===== src/rtl/pipe_pkg.sv =====
// pipe_pkg: shared FSM states, forwarding select codes and defaults for hazard control
package pipe_pkg;
  typedef enum logic {RUN, MEM_WAIT} state_t;
  localparam logic [1:0] FWD_RF    = 2'b00;
  localparam logic [1:0] FWD_EXMEM = 2'b10;
  localparam logic [1:0] FWD_MEMWB = 2'b01;
  localparam int DEF_TIMEOUT = 255;
endpackage


===== src/rtl/fwd_unit.sv =====
// fwd_unit: selects one ALU operand source, nearest producer wins, x0 never forwards
module fwd_unit
  import pipe_pkg::*;
(
  input  logic [4:0] rs,
  input  logic [4:0] exmem_rd,
  input  logic       exmem_regwrite,
  input  logic [4:0] memwb_rd,
  input  logic       memwb_regwrite,
  output logic [1:0] sel
);
  // EX/MEM is younger than MEM/WB so it takes precedence
  always_comb begin
    sel = (rs == 5'd0) ? FWD_RF :
          (exmem_regwrite && exmem_rd == rs) ? FWD_EXMEM :
          (memwb_regwrite && memwb_rd == rs) ? FWD_MEMWB : FWD_RF;
  end
endmodule


===== src/rtl/pipe_hazard_ctrl.sv =====
// pipe_hazard_ctrl: stall, flush, memory-wait and forwarding control for a 5-stage pipeline
module pipe_hazard_ctrl
  import pipe_pkg::*;
#(
  parameter int TIMEOUT = DEF_TIMEOUT
) (
  input  logic        clk,
  input  logic        rst,
  input  logic [4:0]  id_rs1,
  input  logic [4:0]  id_rs2,
  input  logic [4:0]  idex_rs1,
  input  logic [4:0]  idex_rs2,
  input  logic [4:0]  idex_rd,
  input  logic        idex_memread,
  input  logic [4:0]  exmem_rd,
  input  logic        exmem_regwrite,
  input  logic [4:0]  memwb_rd,
  input  logic        memwb_regwrite,
  input  logic        ex_branch_taken,
  input  logic        mem_req,
  input  logic        mem_ready,
  output logic        pc_write,
  output logic        ifid_write,
  output logic        ifid_flush,
  output logic        idex_flush,
  output logic        pipe_hold,
  output logic [1:0]  forward_a,
  output logic [1:0]  forward_b,
  output logic        mem_timeout,
  output logic [15:0] stall_cnt
);
  localparam int CW = $clog2(TIMEOUT + 1);
  state_t        state, state_nx;
  logic [CW-1:0] wait_cnt, wait_cnt_nx;
  logic          freeze, timeout_hit, load_use;
  // next state, wait counter and Mealy stall/flush outputs; reset forces a bubble
  always_comb begin
    timeout_hit = state == MEM_WAIT && !mem_ready && wait_cnt == CW'(TIMEOUT);
    freeze      = !mem_ready && ((state == RUN) ? mem_req : !timeout_hit);
    load_use    = idex_memread && idex_rd != 5'd0 && (idex_rd == id_rs1 || idex_rd == id_rs2);
    state_nx    = freeze ? MEM_WAIT : RUN;
    wait_cnt_nx = (state == MEM_WAIT && freeze) ? wait_cnt + 1'b1 : '0;
    pc_write    = rst && !freeze && (ex_branch_taken || !load_use);
    ifid_write  = pc_write;
    ifid_flush  = !rst || (!freeze && ex_branch_taken);
    idex_flush  = !rst || (!freeze && (ex_branch_taken || load_use));
    pipe_hold   = rst && freeze;
  end
  // state, wait counter, sticky timeout flag and saturating stall counter
  always_ff @(posedge clk or negedge rst) begin
    if (!rst) begin
      state       <= RUN;
      wait_cnt    <= '0;
      mem_timeout <= 1'b0;
      stall_cnt   <= '0;
    end else begin
      state       <= state_nx;
      wait_cnt    <= wait_cnt_nx;
      mem_timeout <= mem_timeout || timeout_hit;
      stall_cnt   <= (!pc_write && stall_cnt != 16'hFFFF) ? stall_cnt + 16'd1 : stall_cnt;
    end
  end
  fwd_unit u_fwd_a (
    .rs(idex_rs1), .exmem_rd(exmem_rd), .exmem_regwrite(exmem_regwrite),
    .memwb_rd(memwb_rd), .memwb_regwrite(memwb_regwrite), .sel(forward_a)
  );
  fwd_unit u_fwd_b (
    .rs(idex_rs2), .exmem_rd(exmem_rd), .exmem_regwrite(exmem_regwrite),
    .memwb_rd(memwb_rd), .memwb_regwrite(memwb_regwrite), .sel(forward_b)
  );
endmodule


===== config.mk =====
export PLATFORM = sky130hd
export DESIGN_NAME = pipe_hazard_ctrl
export DESIGN_NICKNAME = d
export VERILOG_FILES = /design/src/rtl/pipe_pkg.sv /design/src/rtl/fwd_unit.sv /design/src/rtl/pipe_hazard_ctrl.sv
export SDC_FILE = /design/constraint.sdc
export NUM_CORES = 1
export LEC_CHECK = 0
export ABC_AREA = 1
export CELL_PAD_IN_SITES_DETAIL_PLACEMENT = 1
export CELL_PAD_IN_SITES_GLOBAL_PLACEMENT = 1
export CORE_ASPECT_RATIO = 0.75
export CORE_MARGIN = 2
export CORE_UTILIZATION = 34
export DETAILED_ROUTE_END_ITERATION = 8
export HOLD_SLACK_MARGIN = 0.12
export PLACE_DENSITY_LB_ADDON = 0.1
export SLEW_MARGIN = 15
export SYNTH_ARGS = -nofsm -noshare
export SYNTH_HDL_FRONTEND = slang
export SYNTH_SLANG_ARGS = --single-unit
export TNS_END_PERCENT = 20

===== constraint.sdc =====
create_clock -name clk -period 4.4 [get_ports clk]
set_input_delay 0.88 -clock clk [delete_from_list [all_inputs] [get_ports clk]]
set_output_delay 0.88 -clock clk [all_outputs]
set_load 0.005 [all_outputs]

### After elaboration in Yosys (flattened, before gate mapping)

Index checks and enable logic that the tools add are counted.

| word-level totals | value |
|---|---|
| output and inout port bits | 26 |
| logic and storage cells | 54 |
| register bits | 26 |

| cells by class | value |
|---|---|
| equal/unequal tests | 8 |
| multiplexer cells | 9 |
| $add $sub $neg | 2 |
| reduce and logical (&&, ||, !) cells | 31 |

Operators by type and width:

| cell | number |
|---|---|
| == test 5 bit | 6 |
| adder 16 x 1 -> 16 bit, second input constant | 1 |
| logical AND 1 bit | 16 |
| != test 16 bit, second input constant | 1 |
| logical NOT 5 bit | 2 |
| adder 8 x 1 -> 8 bit, second input constant | 1 |
| == test 8 bit, second input constant | 1 |
| 2-to-1 mux 2 bit | 4 |
| 2-to-1 mux 8 bit | 1 |
| logical NOT 1 bit | 6 |
| logical OR 1 bit | 6 |
| nonzero test 5 bit | 1 |
| 2-to-1 mux 1 bit | 4 |

### Depth between registers and ports, before layout

Gate-level depths: netlist of run 1.

| depth | value |
|---|---|
| depth in word-level cells | 11 |
| gate-level depth with buffers | 12 |
| mapped depth without buffers | 11 |

### Modules after synthesis

Synthesis of run 1 repeated with hierarchy kept, for this count alone.

| second synthesis, totals | value |
|---|---|
| cells, all modules | 359 |
| area total of the unflattened synthesis | 2208.4 um2 |

By module, submodules not included:

| module | instances | cells each | area an instance (um2) |
|---|---|---|---|
| pipe_hazard_ctrl | 1 | 245 | 1732.9 |
| fwd_unit | 2 | 57 | 237.7 |

### Worst setup path before layout of run 1

OpenSTA, ideal clock, no wires.

| timing path | value |
|---|---|
| path kind | input port to output port |
| from | input mem_req |
| to | output pc_write |
| stages on the path | 8 |
| data arrival time | 1.764 ns |
| path buffers | 2 |
| path slack | 1.756 ns |
| data required time | 3.520 ns |
| cell sequence | or2_2 > nand3_1 > nand2_1 > clkinv_1 > nand2_2 > buf_2 > inv_1 > buf_4 |

| between the ends | value |
|---|---|
| cells in the longest elaborated chain, start to end | 5 |

Ends and longest elaborated chain:

| element | RTL line | source |
|---|---|---|
| from (decl) | pipe_hazard_ctrl.sv:20 | `input logic mem_req,` |
| 2-to-1 mux 1 bit | pipe_hazard_ctrl.sv:39 | `freeze = !mem_ready && ((state == RUN) ? mem_req : !timeout_hit);` |
| logical AND 1 bit | pipe_hazard_ctrl.sv:39 |  |
| logical NOT 1 bit | pipe_hazard_ctrl.sv:43 | `pc_write = rst && !freeze && (ex_branch_taken \|\| !load_use);` |
| logical AND 1 bit (2 in a row) | pipe_hazard_ctrl.sv:43 |  |
| to (decl) | pipe_hazard_ctrl.sv:22 | `output logic pc_write,` |

Every way passes these cells.

### Final worst setup path of run 1

| timing path | value |
|---|---|
| from | input idex_rd[1] |
| to | output idex_flush |

| between the ends | value |
|---|---|
| cells in the longest elaborated chain, start to end | 6 |
| elaborated cells between the ends (all ways) | 9 |
| those cells by class | eq/ne (2); reduce/logical (7) |

Ends and longest elaborated chain:

| element | RTL line | source |
|---|---|---|
| from (decl) | pipe_hazard_ctrl.sv:13 | `input logic [4:0] idex_rd,` |
| == test 5 bit or nonzero test 5 bit (tied branches) | pipe_hazard_ctrl.sv:40 | `load_use = idex_memread && idex_rd != 5'd0 && (idex_rd == id_rs1 \|\| idex_rd == id_rs2);` |
| logical OR 1 bit or logical AND 1 bit (tied branches) | pipe_hazard_ctrl.sv:40 |  |
| logical AND 1 bit (*) | pipe_hazard_ctrl.sv:40 |  |
| logical OR 1 bit (*) | pipe_hazard_ctrl.sv:46 | `idex_flush = !rst \|\| (!freeze && (ex_branch_taken \|\| load_use));` |
| logical AND 1 bit (*) | pipe_hazard_ctrl.sv:46 |  |
| logical OR 1 bit (*) | pipe_hazard_ctrl.sv:46 |  |
| to (decl) | pipe_hazard_ctrl.sv:25 | `output logic idex_flush,` |

Mark *: on every way between the ends. The rest lies on a longest branch, timed or not.

==> results of run 1 <==
## metal layers
layer,global-route usage [%],vias to the layer above
met5,0,-
met3,3.67,3
met4,2.45,0
met1,28.0,989
met2,30.6,42
li1,-,1084
## cell usage in the layout (no fill, tap or decap), types with 3 or more instances in the layout
cell	netlist	routed
a21oi_1	4	4
and3_1	3	3
clkbuf_8	0	3
clkdlybuf4s50_1	0	68
dfrtp_1	26	26
inv_1	47	47
inv_2	5	5
nand2_1	89	89
nand3_1	31	31
nand4_1	6	6
nor2_1	22	22
nor3_1	9	9
o21ai_0	5	5
o22ai_1	3	3
xnor2_1	7	7
xor2_1	15	15
## logic make-up (layout without fill, tap and decap cells)
| logic type | count (synthesis) | count (layout) | share of synthesized area, % |
|---|---|---|---|
| adders and majority gates | 2 | 2 | 1.25 |
| DFF | 26 | 26 | 32.5 |
| and+or+nand+nor | 174 | 174 | 39.5 |
| AOI/OAI and AO/OA | 18 | 18 | 5.49 |
| xor gates and xnor gates | 22 | 22 | 9.61 |
| buffers and inverters | 58 | 126 | 11.7 |
## worst register-to-register path: stages, from the launching register on
cell      delay [ns]
dfrtp_1         0.40
ha_1            0.23
nand3_1         0.17
inv_1           0.06
nand4_1         0.09
nand3_1         0.12
nand2_1         0.09
clkinv_1        0.08
nand2_2         0.12
buf_4           0.27
nand2_2         0.23
nand2_1         0.13
nand2_1         0.05
## power by group
part           total (mW)  internal, mW  leakage (nW)  switching, mW
clock               0.135        0.0614        0.0216         0.0737
combinational       0.235         0.129          1.02          0.106
sequential          0.306         0.264         0.348         0.0419
## through the flow
step	util, %	hold WS (ns)	instance area, sq um	setup WS, ns
detailed placement	47.9	0.453	2760	0.902
global route	48.6	0.493	2800	0.729
finish	48.6	0.463	2800	0.892
global placement	47.9	0.448	2760	0.943
CTS	48.6	0.468	2800	0.871
floorplan	-	0.424	2000	1.76
## worst max-delay path by stage
stage	start	end	slack, ns
3_5_place_dp	idex_rd[1]	idex_flush	0.90
3_3_place_gp	idex_rd[0]	idex_flush	0.94
5_1_grt	idex_rd[0]	idex_flush	0.73
4_1_cts	idex_rd[1]	idex_flush	0.87
6_report	idex_rd[1]	idex_flush	0.89
2_1_floorplan	mem_req	pc_write	1.76
## cell type report
cell class | count | area [sq um]
flip-flops and latches | 26 | 651
multi-input cells | 216 | 1120
repair buffers | 70 | 696
inverters | 53 | 199
well taps | 78 | 97.6
clock buffers | 3 | 41.3
fillers | 767 | 2960
## state kept, by name (all words and copies together) (netlist names)
name         cells
stall_cnt       16
wait_cnt         8
mem_timeout      1
state            1
==> results by group, run 1 <==
Floorplanning
  – Core region area: a little under 6000 sq um
  – Die width: about 90 um
  – Die height: ~70 um
  – Io pins: 69
  – Cell Rows: 24
  – Full die area: around 6500 sq um
  – Starting Density: a little over a third

Power
  – Total Power: slightly below 700 uW
  – Worst vdd ir: 107 uV
  – Pleak: 1.39 nW
  – Cell Pwr Density: roughly 240 nW/um^2

GRT
  – First-pass GRT wire length: a little over 10 mm
  – Remaining global-route overflow: 0
  – Vias in the first global route: 2246
  – Largest net degree at the start of global routing: 22
  – Initial antenna violation count: 0
  – GRT Total Usage: 19.2%

Setup path
  – CP max FO: 3
  – Data required time of the critical path: approximately 3.5 ns
  – CP Buf/Inv Count: 3
  – CP dominant cell by count: nand2_1
  – Worst Setup End Kind: output pin
  – Critical-path cell list: clkdlybuf4s50_1 > inv_2 > nand2_1 > nand2_1 > nor2_1 > nand3_1 > nand2_1 > a21oi_1 > o21ai_0 > clkdlybuf4s50_1
  – Critical path type: input port to output pin
  – Crit path launch type: input port
  – Cell family with most CP delay: buffers and inverters
  – R2r setup slk: around 2.3 ns
  – CP max stage delay: about 0.53 ns
  – Reg2reg path depth: 12
  – CP arrival: 2.63 ns
  – Levels on crit path: 10
  – Critical R2R Launch: wait_cnt[0]
  – Critical Path Slowest Stage Cell: clkdlybuf4s50_1
  – Worst r2r dst: stall_cnt[8]

Worst hold path
  – Hold Path Stages: 1
  – HP Class: register to register
  – Min-delay src: wait_cnt[0]
  – Hold path endpoint: wait_cnt[0]

Timing
  – Final hold violations: 0
  – Worst-margin pin slew: around 0.5 ns
  – Skew final: about 0.0038 ns
  – Fmax: between 200 and 300 MHz
  – Total negative slack: 0 ns
  – RSZ-0062 raised after global routing: false
  – Max-slew violations: 0
  – Setup Viol. Count Final: 0
  – Slew headroom: 66.4%
  – Tcrit/Tclk final: around 80%
  – Min cycle time layout: ~3.5 ns

Clock tree
  – Hold-fix buffers, CTS: 0
  – Skew-Pair Late Insertion Delay: between 0.2 and 0.3 ns
  – Post CTS Setup Buffer Count: 0
  – Clock buffer depth: 2
  – Clock root buffer: clkbuf_8
  – Post-CTS Resized: 0
  – CTS tree: built
  – Clk slew on worst S/H paths: 0.09 ns
  – CTS Buf Count: 3
  – H-tree Lvls: 1
  – Clk sinks: 26

Layout
  – N_diodes: 0
  – Layout area overhead: 39.8%
  – Fin nets: around 420
  – Share of cells above drive strength 1: between 5 and 6%
  – Non-Filler Instances: around 450

Drt
  – Final ANT Viol Nets: 0
  – DRC viols: 0
  – Met3 Wirelength: 213 um
  – Vias after detailed routing: 2118
  – Post-DR vias/cell: 4.75
  – Avg WL per Cell: around 13 um
  – Drt initial violations: 51
  – Wire length on met2: 2.65 mm
  – Drt first pass iters: 4
  – Final WL: 5.97 mm
  – Wire length on met1: 3.10 mm
  – Top Metal Used: met4

Place
  – GP Congestion: a little under 0.9
  – Hpwl dp: about 5.0 mm
  – Cell total after placement: 443
  – Port-buffer cells: just under 70

Synth
  – Most frequent cell after synthesis: nand2_1
  – Post-synthesis register bit count: 26
  – Yosys top cell area share: between 30% and 40%
  – Synth area leader: dfrtp_1
  – Yosys warnings: 0
  – Async SR Flop Fraction: between 90% and 100%
  – Syn_nets: 345
  – Avg Inst Size Synth: around 6.7 sq um
  – Synth Flop Type: dfrtp_1
  – Cell area after synthesis: around 2000 sq um
  – Sequential share of the synthesized area: around a third
  – Synth area leaders: dfrtp_1 (32%), nand2_1 (17%), inv_1 (8.8%)
  – Netlist cell types: 34
  – Post-synth EDFFs: 0
  – Commonest cells post-synth: nand2_1 (89), inv_1 (47), nand3_1 (31), dfrtp_1 (26), nor2_1 (22)
  – Post-Syn Instances: 300

Run status
  – Status: completed

Job
  – MaxCap Viol Count: 0
(Power assumes the default switching activity.)
==> inputs of run 2 (changes only) <==
Settings changed: CORE_UTILIZATION 34 to 31.
Clock period 4.4 ns to 3.4 ns, I/O delays scaled along.
==> results by group, run 2 (synthesis gave the netlist of run 1 again) <==
Timing
  – Tcrit/Tclk final: between 90% and 100%
  – Skew final: 0.00719 ns (+0.00335 ns)
  – Fmax: around 320 MHz
  – Setup Viol. Count Final: 0 (unchanged)
  – Slew headroom: 73.4% (+7.0 points)
  – Setup WS post-layout: 0.294 ns (-0.599 ns)
  – RSZ-0062 raised after global routing: false
  – Total negative slack: 0 ns (unchanged)
  – Worst hold slack: 0.471 ns (+0.00833 ns)
  – Worst-margin pin slew: 0.398 ns (-0.104 ns)
  – Min cycle time layout: ~3.1 ns
  – Max-slew violations: 0 (unchanged)
  – Final hold violations: 0 (unchanged)

Layout
  – Fin nets: 415 (unchanged)
  – Largest regs: stall_cnt: 16 flops, wait_cnt: 8 flops
  – Layout area overhead: 40.0%
  – Non-Filler Instances: 449 (+0.67%)
  – Register bank with the most flops: stall_cnt
  – Max reg flops: 16 (unchanged)
  – Fillers: 815 (+6.3%)
  – Layout Utilization: 44.6% (-4.0 points)
  – Commonest non-fill, non-tap cell in the layout: nand2_1
  – N_diodes: 0 (unchanged)
  – Final instance area: 2810 sq um (+0.13%)
  – Commonest non-fill, non-tap cells in the layout: nand2_1 (89), clkdlybuf4s50_1 (68), inv_1 (47)
  – Share of cells above drive strength 1: 5.43% (unchanged)

Place
  – Cell total after placement: 446 (+0.68%)
  – GP Congestion: 0.820 (-7.0%)
  – Placed Area: 2770 sq um (+0.14%)
  – Port-buffer cells: 68 (unchanged)
  – Setup slack at placement: 0.297 ns (-0.605 ns)
  – Hpwl dp: 4.90 mm (-1.6%)

Clock tree
  – CTS tree: built
  – Post-CTS Resized: 0 (unchanged)
  – Clk sinks: 26 (unchanged)
  – CTS Buf Count: 3 (unchanged)
  – Post CTS Setup Buffer Count: 0 (unchanged)
  – Clk slew on worst S/H paths: 0.09 ns (about the same)
  – Skew-Pair Late Insertion Delay: 0.27 ns (about the same)
  – Hold-fix buffers, CTS: 0 (unchanged)
  – Clock buffer depth: 2 (unchanged)
  – H-tree Lvls: 1 (unchanged)
  – Clock root buffer: clkbuf_8

Floorplanning
  – Die width: 96.9 um (+4.5%)
  – Full die area: 7130 sq um (+9.2%)
  – Core region area: 6290 sq um (+9.0%)
  – Cell Rows: 25 (+4.2%)
  – Io pins: 69 (unchanged)
  – Starting Density: 31.9% (-2.9 points)
  – Die height: 73.6 um (+4.5%)

Drt
  – Drt first pass iters: 4 (unchanged)
  – Final ANT Viol Nets: 0 (unchanged)
  – Final WL: 5.87 mm (-1.8%)
  – Drt initial violations: 58 (+14%)
  – DRC viols: 0 (unchanged)
  – Avg WL per Cell: 13.1 um (-2.4%)
  – Vias after detailed routing: 2083 (-1.7%)
  – Post-DR vias/cell: 4.64 (-2.3%)

Setup path
  – CP arrival: 2.43 ns (-0.20 ns)
  – Worst Setup End Kind: output pin
  – Critical path type: input port to output pin
  – Crit path launch type: input port
  – Critical R2R Launch: wait_cnt[0]
  – CP max FO: 4 (+1)
  – Setup crit start: idex_rd[4]
  – Data required time of the critical path: 2.72 ns (-0.80 ns)

GRT
  – GRT Total Usage: 17.3% (-2.0 points)
  – Vias in the first global route: 2083 (-7.3%)
  – Initial antenna violation count: 0 (unchanged)
  – Largest net degree at the start of global routing: 25 (+14%)
  – Remaining global-route overflow: 0 (unchanged)
  – First-pass GRT wire length: 9.93 mm (-2.6%)

Job
  – MaxCap Viol Count: 0 (unchanged)

Power
  – Cell Pwr Density: 311 nW/um^2 (+29%)
  – Total Power: 872 uW (+29%)
  – Pleak: 1.39 nW (unchanged)
  – Worst vdd ir: 134 uV (+25%)

Worst hold path
  – HP Class: register to register
  – Min-delay src: wait_cnt[0]

Run status
  – Status: completed
## run 2: final timing paths
path | to | slack, ns | depth (start not counted)
min in group asynchronous | state | 0.67 | 1
min reg2reg | wait_cnt[0] | 0.47 | 1
max reg2reg | stall_cnt[6] | 1.26 | 12
min | wait_cnt[0] | 0.47 | 1
max in group asynchronous | wait_cnt[3] | 2.08 | 2
max | idex_flush | 0.29 | 10
## run 2: final cells by class
class | instances | area [sq um] | area share [%]
inverter | 53 | 199 | 7.09
timing repair buffer | 70 | 696 | 24.8
clock buffer | 3 | 41.3 | 1.47
multi-input combinational | 216 | 1120 | 39.9
tap | 81 | 101 | 3.61
sequential | 26 | 651 | 23.2
## run 2: critical path, stage by stage
cell,delay (ns)
clkdlybuf4s50_1,0.56
inv_2,0.04
nand2_1,0.05
nand2_1,0.05
nor2_1,0.11
nand3_1,0.08
nand2_1,0.09
a21oi_1,0.06
o21ai_0,0.18
clkdlybuf4s50_1,0.53
## run 2: layer usage
metal | wire, um | global-route usage [%] | vias to the layer above | share of wire (%)
met1 | 3090 | 24.8 | 965 | 53
met4 | 19 | 1.88 | 0 | 0.32
met2 | 2600 | 28.5 | 33 | 44
met3 | 162 | 2.95 | 2 | 2.8
met5 | 0 | 0 | - | 0
li1 | - | - | 1083 | -
## run 2: where the power goes
group / switching [mW] / internal (mW) / total [mW]
sequential: 0.0531 / 0.341 / 0.394
clock: 0.0969 / 0.0795 / 0.176
combinational: 0.135 / 0.167 / 0.301
total: 0.285 / 0.587 / 0.872
==> inputs of run 3 (changes only) <==
Settings changed: PLACE_DENSITY set to 0.76, PLACE_DENSITY_LB_ADDON 0.1 to not set.
==> results by group, run 3 (synthesis gave the netlist of run 1 again) <==
Run status
  – Status: completed

Power
  – Switch Pwr: 291 uW (+2.1%)
  – Worst vdd ir: 166 uV (+24%)
  – Switching Share: 30.4% (-2.2 points)
  – Combinational fraction of design power: 31.6% (-3.0 points)
  – Clock group share of total power: 26.9% (+6.7 points)
  – Pint: 666 uW (+13%)
  – Cell Pwr Density: 337 nW/um^2 (+8.5%)
  – Pleak: 1.41 nW (+1.0%)
  – Reg power frac: 41.4% (-3.8 points)

Setup path
  – Worst r2r dst: stall_cnt[7]
  – Worst Setup End Kind: output pin
  – Cell family with most CP delay: buffers and inverters
  – CP max stage delay: 0.54 ns (-0.02 ns)
  – R2r setup slk: 1.30 ns (+0.04 ns)
  – Critical-path cell list: clkdlybuf4s50_1 > inv_2 > nand2_1 > nand2_1 > nor2_1 > nand3_1 > nand2_1 > a21oi_1 > o21ai_0 > clkdlybuf4s50_1
  – Critical Path Slowest Stage Cell: clkdlybuf4s50_1
  – Data required time of the critical path: 2.72 ns (about the same)
  – CP max FO: 3 (-1)
  – CP dominant cell by count: nand2_1
  – Critical path type: input port to output pin
  – CP arrival: 2.46 ns (+0.03 ns)
  – Reg2reg path depth: 12 (unchanged)
  – Critical R2R Launch: wait_cnt[0]
  – CP Buf/Inv Count: 3 (unchanged)
  – Crit path launch type: input port

Timing
  – Fmax: 318 MHz (-1.2%)
  – Max-slew violations: 0 (unchanged)
  – Setup WS post-layout: 0.256 ns (-0.0378 ns)
  – Skew final: 0.00406 ns (-0.00313 ns)
  – Setup Viol. Count Final: 0 (unchanged)
  – Worst-margin pin slew: 0.431 ns (+0.0323 ns)
  – Slew headroom: 71.2% (-2.2 points)
  – Final hold violations: 0 (unchanged)
  – RSZ-0062 raised after global routing: false
  – Total negative slack: 0 ns (unchanged)
  – Tcrit/Tclk final: 92.5% (+1.1 points)
  – Min cycle time layout: 3.14 ns (+0.0378 ns)

Place
  – GP Congestion: 0.870 (+6.1%)
  – Hpwl dp: 4.77 mm (-2.6%)
  – Setup slack at placement: 0.286 ns (-0.0112 ns)
  – Port-buffer cells: 68 (unchanged)
  – Placed Area: 2770 sq um (unchanged)

Clock tree
  – H-tree Lvls: 1 (unchanged)
  – Clk sinks: 26 (unchanged)
  – Clock root buffer: clkbuf_8
  – Post CTS Setup Buffer Count: 0 (unchanged)
  – CTS tree: built
  – Hold-fix buffers, CTS: 0 (unchanged)
  – Post-CTS Resized: 0 (unchanged)
  – Skew-Pair Late Insertion Delay: 0.27 ns (about the same)
  – Clock buffer depth: 2 (unchanged)
  – CTS Buf Count: 3 (unchanged)
  – Clk slew on worst S/H paths: 0.09 ns (about the same)

Drt
  – Vias after detailed routing: 2109 (+1.2%)
  – DRC viols: 0 (unchanged)
  – Avg WL per Cell: 13.2 um (+1.2%)
  – Drt initial violations: 77 (+33%)
  – Final WL: 5.95 mm (+1.5%)
  – Final ANT Viol Nets: 0 (unchanged)
  – Post-DR vias/cell: 4.69 (+1.0%)
  – Drt first pass iters: 4 (unchanged)

Floorplanning
  – Cell Rows: 25 (unchanged)
  – Io pins: 69 (unchanged)
  – Die height: 73.6 um (unchanged)
  – Full die area: 7130 sq um (unchanged)
  – Core region area: 6290 sq um (unchanged)
  – Die width: 96.9 um (unchanged)
  – Starting Density: 31.9% (unchanged)

Layout
  – Max reg flops: 16 (unchanged)
  – Largest regs: stall_cnt: 16 flops, wait_cnt: 8 flops
  – Multi-input gate area: 1120 sq um (unchanged)
  – Layout Utilization: 45.1% (+0.48 points)
  – N_diodes: 0 (unchanged)
  – Fin nets: 415 (unchanged)
  – Layout area overhead: 41.5%
  – Final instance area: 2840 sq um (+1.1%)
  – Commonest non-fill, non-tap cells in the layout: nand2_1 (89), clkdlybuf4s50_1 (68), inv_1 (47)
  – Register area: 651 sq um (unchanged)
  – Fillers: 829 (+1.7%)
  – Commonest non-fill, non-tap cell in the layout: nand2_1
  – Share of cells above drive strength 1: 5.69% (+0.26 points)
  – Register bank with the most flops: stall_cnt

Worst hold path
  – Hold Path Stages: 2 (+1)
  – Hold path endpoint: mem_timeout
  – HP Class: register to register
  – Min-delay src: mem_timeout

GRT
  – Remaining global-route overflow: 0 (unchanged)
  – Vias in the first global route: 2107 (+1.2%)
  – GRT Total Usage: 17.0% (-0.28 points)
  – Initial antenna violation count: 0 (unchanged)
  – Largest net degree at the start of global routing: 26 (+4.0%)
  – First-pass GRT wire length: 10.1 mm (+1.5%)

Job
  – MaxCap Viol Count: 0 (unchanged)
[run 3: cell types whose count changed in the layout (fill, tap and decap cells not counted), sizes merged]
cell / delta
bufinv: +1
[run 3: final cells by class]
class	instances	area share (%)
inverters	53	7.01
flip-flops and latches	26	22.9
clock inverters	1	1.06
multi-input cells	216	39.4
well taps	81	3.57
repair buffers	70	24.5
clock buffers	3	1.46
[run 3: per-stage QoR]
stage	instances	total power, mW	hold slack, ns
after floorplan	300	0.531	0.384
after global placement	446	0.696	0.445
after detailed placement	446	0.707	0.457
after CTS	450	0.971	0.482
after global routing	450	1.02	0.508
final	450	0.956	0.474
[run 3: layer usage]
metal	GRT usage (%)	wire length [um]
met5	0	0
met2	27.2	2600
met3	2.47	263
met4	2.35	22
met1	25.0	3060
[run 3: worst reg2reg max path, stage by stage (launching register included)]
cell and delay (ns):
dfrtp_1 0.41, ha_1 0.23, nand3_1 0.15, inv_1 0.06
nand4_1 0.10, nand3_1 0.13, nand2_1 0.09, clkinv_1 0.07
nand2_2 0.09, buf_4 0.26, nand2_2 0.23, nand2_1 0.12
nand2_1 0.06
[run 3: power by group through the flow]
stage	sequential, mW	clock (mW)	combinational [mW]
6_report	0.396	0.258	0.303
5_1_grt	0.404	0.279	0.339
4_1_cts	0.396	0.269	0.306
3_5_place_dp	0.402	0	0.305
3_3_place_gp	0.400	0	0.296
2_1_floorplan	0.390	0	0.141
[run 3: worst max path at each step]
stage,from,end,slack (ns),cells past startpoint
after floorplan,mem_req,pc_write,1.16,8
after global placement,idex_rd[1],idex_flush,0.30,10
after detailed placement,idex_rd[1],idex_flush,0.29,10
after CTS,idex_rd[1],idex_flush,0.26,10
after global routing,idex_rs1[1],forward_a[1],0.13,8
final,idex_rd[1],idex_flush,0.26,10
